## config.mk

```make
export PLATFORM = sky130hd
export DESIGN_NAME = jts16_rom_slot
export DESIGN_NICKNAME = d
export VERILOG_FILES = /design/src/rtl/jts16_pkg.sv /design/src/rtl/jts16_slot_line.sv /design/src/rtl/jts16_rom_slot.sv
export SDC_FILE = /design/constraint.sdc
export NUM_CORES = 1
export LEC_CHECK = 0
export ABC_CLOCK_PERIOD_IN_PS = 5500
export CORE_UTILIZATION = 28
export CTS_CLUSTER_SIZE = 12
export DETAILED_ROUTE_END_ITERATION = 8
export MAX_ROUTING_LAYER = met4
export PLACE_DENSITY_LB_ADDON = 0.3
export SYNTH_ARGS = -nofsm -noshare
export SYNTH_HDL_FRONTEND = slang
export SYNTH_SLANG_ARGS = --single-unit
```

## constraint.sdc

```tcl
create_clock -name clk -period 5.5 [get_ports clk]
set_clock_uncertainty 0.2 [all_clocks]
set_input_delay 1.375 -clock clk [delete_from_list [all_inputs] [get_ports clk]]
set_output_delay 1.375 -clock clk [all_outputs]
set_load 0.005 [all_outputs]
```

## src/rtl/jts16_pkg.sv

```systemverilog
// -----------------------------------------------------------------------------
// jts16_pkg
// Shared definitions for the S16 ROM read slot:
//   LINE_W       - cache line width in bits (two 16-bit SDRAM words)
//   SDRAM_AW     - SDRAM word-address width
//   slot_state_t - fetch FSM state encoding (IDLE / REQ / WAIT)
//   sub_bits()   - number of client address bits that select inside a line
// -----------------------------------------------------------------------------
package jts16_pkg;

  localparam int LINE_W   = 32;
  localparam int SDRAM_AW = 22;

  typedef enum logic [1:0] {
    ST_IDLE = 2'd0,
    ST_REQ  = 2'd1,
    ST_WAIT = 2'd2
  } slot_state_t;

  // A 32-bit line holds 4 bytes, 2 words or 1 longword.
  function automatic int sub_bits(input int dw);
    return (dw == 8) ? 2 : ((dw == 16) ? 1 : 0);
  endfunction

endpackage

```

## src/rtl/jts16_slot_line.sv

```systemverilog
// -----------------------------------------------------------------------------
// jts16_slot_line
// One cache entry of the ROM slot: valid bit, line tag and 32-bit line data,
// plus the tag compare and the sub-word select for the client width.
// Ports:
//   clk, rst     clock, asynchronous active-high reset
//   i_clr        invalidate the entry (wins over a simultaneous write)
//   i_we         write i_wtag / i_wdata and mark valid
//   i_wtag       tag to store
//   i_wdata      line data to store (bits 15:0 = even SDRAM word)
//   i_la         client line address to compare against the stored tag
//   i_sub        client sub-word index inside the line
//   o_hit        entry valid and tag matches i_la
//   o_dout       selected DW-bit slice of the stored line
// -----------------------------------------------------------------------------
module jts16_slot_line
  import jts16_pkg::*;
#(
  parameter int DW   = 16,
  parameter int TW   = 17,
  parameter int SUBW = 1
) (
  input  logic              clk,
  input  logic              rst,
  input  logic              i_clr,
  input  logic              i_we,
  input  logic [TW-1:0]     i_wtag,
  input  logic [LINE_W-1:0] i_wdata,
  input  logic [TW-1:0]     i_la,
  input  logic [SUBW-1:0]   i_sub,
  output logic              o_hit,
  output logic [DW-1:0]     o_dout
);

  logic              r_valid;
  logic [TW-1:0]     r_tag;
  logic [LINE_W-1:0] r_data;

  always_ff @(posedge clk or posedge rst) begin
    if (rst) begin
      r_valid <= 1'b0;
      r_tag   <= '0;
      r_data  <= '0;
    end else if (i_clr) begin
      r_valid <= 1'b0;
    end else if (i_we) begin
      r_valid <= 1'b1;
      r_tag   <= i_wtag;
      r_data  <= i_wdata;
    end
  end

  assign o_hit = r_valid && (r_tag == i_la);

  generate
    if (DW == LINE_W) begin : g_full
      assign o_dout = r_data;
    end else begin : g_part
      // Index 0 is the least significant slice (even word / lowest byte).
      assign o_dout = r_data[i_sub*DW +: DW];
    end
  endgenerate

endmodule

```

## src/rtl/jts16_rom_slot.sv

```systemverilog
// -----------------------------------------------------------------------------
// jts16_rom_slot
// Single-client read slot in front of one SDRAM bank port. Client reads are
// served from a two-entry 32-bit line cache; a miss issues one SDRAM read
// (req/ack/rdy), fills the least recently used entry and then answers.
// Ports:
//   clk, rst     clock, asynchronous active-high reset
//   addr         client address in units of DW
//   cs           client read request, held until ok
//   clr          invalidate both cache entries
//   dout, ok     registered read data and its valid flag for the current addr
//   sdram_addr   SDRAM 16-bit word address of the line (OFFSET + 2*line)
//   sdram_req    read request, held until sdram_ack
//   sdram_ack    request accepted pulse
//   data_rdy     data_read valid pulse
//   data_read    32-bit line from SDRAM, bits 15:0 = even word
// -----------------------------------------------------------------------------
module jts16_rom_slot
  import jts16_pkg::*;
#(
  parameter int                  DW     = 16,
  parameter int                  AW     = 18,
  parameter logic [SDRAM_AW-1:0] OFFSET = 22'h0
) (
  input  logic                clk,
  input  logic                rst,
  input  logic [AW-1:0]       addr,
  input  logic                cs,
  input  logic                clr,
  output logic [DW-1:0]       dout,
  output logic                ok,
  output logic [SDRAM_AW-1:0] sdram_addr,
  output logic                sdram_req,
  input  logic                sdram_ack,
  input  logic                data_rdy,
  input  logic [LINE_W-1:0]   data_read
);

  localparam int SUBN = sub_bits(DW);
  localparam int SUBW = (SUBN > 0) ? SUBN : 1;
  localparam int TW   = AW - SUBN;

  slot_state_t         r_state;
  logic [TW-1:0]       r_ptag;
  logic                r_sdram_req;
  logic [SDRAM_AW-1:0] r_sdram_addr;
  logic                r_ok;
  logic [DW-1:0]       r_dout;
  logic                r_lru;      // entry to replace on the next fill
  logic                r_discard;  // clr seen while waiting: drop the fill

  logic [TW-1:0]       w_la;
  logic [SUBW-1:0]     w_sub;
  logic [1:0]          w_hit_v;
  logic [1:0]          w_we;
  logic [DW-1:0]       w_line_dout [2];
  logic                w_hit;
  logic [DW-1:0]       w_hit_data;
  logic                w_fill;
  logic [SDRAM_AW-1:0] w_word;
  logic [SDRAM_AW-1:0] w_sum;
  logic [SDRAM_AW-1:0] w_req_addr;

  assign w_la = addr[AW-1:SUBN];

  generate
    if (SUBN > 0) begin : g_sub
      assign w_sub = addr[SUBN-1:0];
    end else begin : g_nosub
      assign w_sub = '0;
    end
  endgenerate

  // Line address to SDRAM word address; bit 0 forced low so requests stay
  // line aligned even if OFFSET were odd.
  assign w_word     = SDRAM_AW'({w_la, 1'b0});
  assign w_sum      = OFFSET + w_word;
  assign w_req_addr = w_sum & {{(SDRAM_AW-1){1'b1}}, 1'b0};

  // Fill lands only if no clr arrived during the wait, including this cycle.
  assign w_fill = (r_state == ST_WAIT) && data_rdy && !clr && !r_discard;

  generate
    for (genvar gi = 0; gi < 2; gi++) begin : g_line
      assign w_we[gi] = w_fill && (r_lru == 1'(gi));

      jts16_slot_line #(
        .DW   (DW),
        .TW   (TW),
        .SUBW (SUBW)
      ) u_line (
        .clk     (clk),
        .rst     (rst),
        .i_clr   (clr),
        .i_we    (w_we[gi]),
        .i_wtag  (r_ptag),
        .i_wdata (data_read),
        .i_la    (w_la),
        .i_sub   (w_sub),
        .o_hit   (w_hit_v[gi]),
        .o_dout  (w_line_dout[gi])
      );
    end
  endgenerate

  assign w_hit      = |w_hit_v;
  assign w_hit_data = w_hit_v[0] ? w_line_dout[0] : w_line_dout[1];

  always_ff @(posedge clk or posedge rst) begin
    if (rst) begin
      r_state      <= ST_IDLE;
      r_ptag       <= '0;
      r_sdram_req  <= 1'b0;
      r_sdram_addr <= OFFSET;
      r_ok         <= 1'b0;
      r_dout       <= '0;
      r_lru        <= 1'b0;
      r_discard    <= 1'b0;
    end else begin
      r_ok <= cs && w_hit && !clr;
      if (w_hit) r_dout <= w_hit_data;
      // A client hit makes the other entry the replacement candidate.
      if (cs && w_hit) r_lru <= w_hit_v[0];

      case (r_state)
        ST_IDLE: begin
          r_discard <= 1'b0;
          if (cs && !w_hit) begin
            r_state      <= ST_REQ;
            r_ptag       <= w_la;
            r_sdram_addr <= w_req_addr;
            r_sdram_req  <= 1'b1;
          end
        end
        ST_REQ: begin
          if (sdram_ack) begin
            r_sdram_req <= 1'b0;
            r_state     <= ST_WAIT;
          end
        end
        ST_WAIT: begin
          if (clr) r_discard <= 1'b1;
          if (data_rdy) begin
            r_state <= ST_IDLE;
            // Overrides any hit refresh this cycle: the new line is freshest.
            if (w_fill) r_lru <= ~r_lru;
          end
        end
        default: begin
          r_state     <= ST_IDLE;
          r_sdram_req <= 1'b0;
        end
      endcase
    end
  end

  assign dout       = r_dout;
  assign ok         = r_ok;
  assign sdram_addr = r_sdram_addr;
  assign sdram_req  = r_sdram_req;

endmodule

```

==> results.ini <==
[run_status]
outcome = finished, final reports clean

[timing]
rsz0062_at_grt = no
post-route-period-util = 0.6694
worst_pin_slew_ps = 957.4
fmax_mhz = 271.6
setup_viol = 0
slew_headroom = 0.3617
fin_crit_ps = 3682
hold_violations = 0
drv_slew = 0
finalSetupTns_ps = 0

[clock_tree]
root_buffer = clkbuf_16
cts_buffer_depth = 2
clk_latency_ps = 420
cts_buffers = 17
post_cts_resize_count = 0
ctsHoldBuffers = 0
cts_setup_buffers = 0
htreeDepth = 4
cts_tree = done
clk_pin_slew_ps = 50
cts_sinks = 139

[place]
numPortBuffers = 90
dp_hpwl_um = 9262
routabilityCongestion = 0.7431

[detailed_routing]
drc = 0
drtIter0Drc = 161
vias = 3639
ant_nets = 0
post_drt_wl_per_cell_um = 17.03
drt-pass1-iter-count = 4
viasPerCell = 4.471
wirelength_um = 13860

[yosys]
yosysMostFrequentCell = dfrtp_1
yosys_warnings = 0
synth_top_family_by_area = multiplexers
synth_top_area_cell = dfrtp_1
synth_compound_area_frac = 0.009200
yosys.area_share.xor_xnor = 0.04760
synth.area.mux_share = 0.3180
synth_top_area_frac = 0.5560
yosysUniqueCellTypes = 34
syn_avg_cell_area_sq_um = 14.69
async_flop_share = 1.000
synth_area_leaders = dfrtp_1 (56%), mux2_2 (22%), mux2i_1 (7.7%)
post_synth_inst_count = 426
synthTopCellsByCount = dfrtp_1 (139), mux2_2 (122), mux2i_1 (48)
synth_edf_count = 0
ys.flop_type = dfrtp_1
syn_area_sq_mm = 0.006256
synth-seq-cells = 139
synth_adder_area_share = 0
synth_simple_gate_area_frac = 0.03920
synth-seq-area-share = 0.5560

[power_and_ir_drop]
power_density_mw_per_mm2 = 486.8
peakVddDrop_v = 0.0001590
total_power_mw = 3.924
leakage_nw = 3.756

[finish]
fillers = 2111
area_growth_pct = 28.86
final_nets = 578
diodes = 0
drive_gt1_frac = 0.3352

[setup_path]
r2r_start = r_state[1]$_DFFE_PP0P_
startpoint = data_rdy
cp-end-kind = flop
cp.required_ps = 5590
critPathKind = input pin to flop
worstPathArrival_ps = 3770
cp_cell_sequence = clkdlybuf4s50_1 -> nand2_1 -> nor3_1 -> nand2_1 -> nor2_4 -> buf_12 -> mux2_2
start_kind = input pin
rr_worst_depth = 6
critPathSlowestCell = nor2_4
r2r_setup_slack_ps = 2880
cp_slowest_stage_delay_ps = 650
critical_path.max_fanout = 27
r2r-end = g_line[0].u_line.r_tag[8]$_DFFE_PP0P_
crit_path_frequent_cell = nand2_1

[min_path]
holdPathStages = 1
hold_end = g_line[1].u_line.r_data[6]$_DFFE_PP0P_
min_from = g_line[1].u_line.r_data[6]$_DFFE_PP0P_
hp-class = flop to flop

[global_route]
grt_usage = 0.1326
antenna_found_initial = 0
grt_overflow_total = 0
grt_pass1_wl_um = 21720
grt_max_degree = 75
grt_pass1_vias = 3949

[floorplan]
start_util = 0.2858
die_y_um = 151.5
die_x_um = 151.5
coreArea_sq_mm = 0.02189
io_pins = 96
rows = 54
fp.dieArea_sq_mm = 0.02294

[job]
drv_cap = 0

layer usage:
metal  share of wire  global-route usage
met5               0                   -
met4           0.015             0.04950
met3           0.040             0.03383
met2            0.49              0.2039
met1            0.46              0.1675
cells in the final DEF, fill, tap and decap left out, types with 2 or more instances in the layout:
cell / instances
a21oi_1: 2
buf_4: 6
bufinv_16: 4
clkbuf_1: 2
clkbuf_16: 17
clkbuf_8: 2
clkdlybuf4s50_1: 89
clkinv_4: 3
clkinvlp_4: 2
conb_1: 5
dfrtp_1: 139
inv_1: 4
mux2_2: 122
mux2_4: 9
mux2i_1: 48
nand2_1: 6
nand4_1: 11
nand4_2: 2
nor2_1: 2
nor3_1: 3
nor3b_2: 2
o21ai_0: 3
o22ai_1: 2
xnor2_1: 27
xor2_1: 7
worst max path at each step:
stage | endpoint | slack (ps) | depth (start not counted)
floorplan | dout[0]$_DFFE_PP0P_ | 200 | 1
global placement | g_line[0].u_line.r_tag[1]$_DFFE_PP0P_ | 1410 | 6
detailed placement | g_line[0].u_line.r_data[19]$_DFFE_PP0P_ | 1390 | 6
CTS | g_line[0].u_line.r_tag[8]$_DFFE_PP0P_ | 1820 | 6
global route | g_line[0].u_line.r_tag[14]$_DFFE_PP0P_ | 1660 | 6
finish | g_line[0].u_line.r_tag[8]$_DFFE_PP0P_ | 1820 | 7
cell type report:
type | instances | area [sq um] | area share
clock buffers | 21 | 460.4 | 0.05712
clock inverters | 10 | 166.4 | 0.02064
inverters | 5 | 23.77 | 0.002949
multi-input cells | 262 | 2621 | 0.3252
flip-flops and latches | 139 | 3478 | 0.4315
well taps | 280 | 350.3 | 0.04346
repair buffers | 97 | 960.9 | 0.1192
sequential cells by signal, indices dropped and copies added, names as in the netlist:
register	cells
sdram_req	1
r_state	2
g_line.u_line.r_tag	34
g_line.u_line.r_valid	2
r_ptag	17
dout	16
ok	1
r_discard	1
g_line.u_line.r_data	64
r_lru	1
cell families after synthesis:
| logic type | Yosys count |
|---|---|
| muxes | 179 |
| xor gates and xnor gates | 34 |
| other | 1 |
| AOI/OAI and AO/OA | 9 |
| DFF | 139 |
| and+or+nand+nor | 35 |
| buffers and inverters | 29 |
metrics by stage:
| step | util | hold WS (ps) | area, sq um | setup WS (ps) | std cells |
|---|---|---|---|---|---|
| after global placement | 0.3396 | 282.1 | 7435 | 1408 | 783 |
| final | 0.3683 | 300.4 | 8061 | 1818 | 814 |
| after floorplan | - | 263.7 | 6271 | 200.5 | 430 |
| after CTS | 0.3683 | 301.6 | 8061 | 1824 | 814 |
| after detailed placement | 0.3396 | 289.8 | 7435 | 1387 | 783 |
| after global routing | 0.3683 | 314.5 | 8061 | 1657 | 814 |
critical path: cells and delay by family:
kind / cells / cell delay [ps]
buf+inv: 2 / 830
simple gates: 4 / 1180
mux: 1 / 360
report_power, final:
part           switching [mW]  leakage [nW]  internal (mW)
sequential              0.268          1.80           1.43
combinational           0.357          1.65          0.659
clock                   0.426         0.299          0.782
No activity file was read; power rests on OpenSTA's default activity.
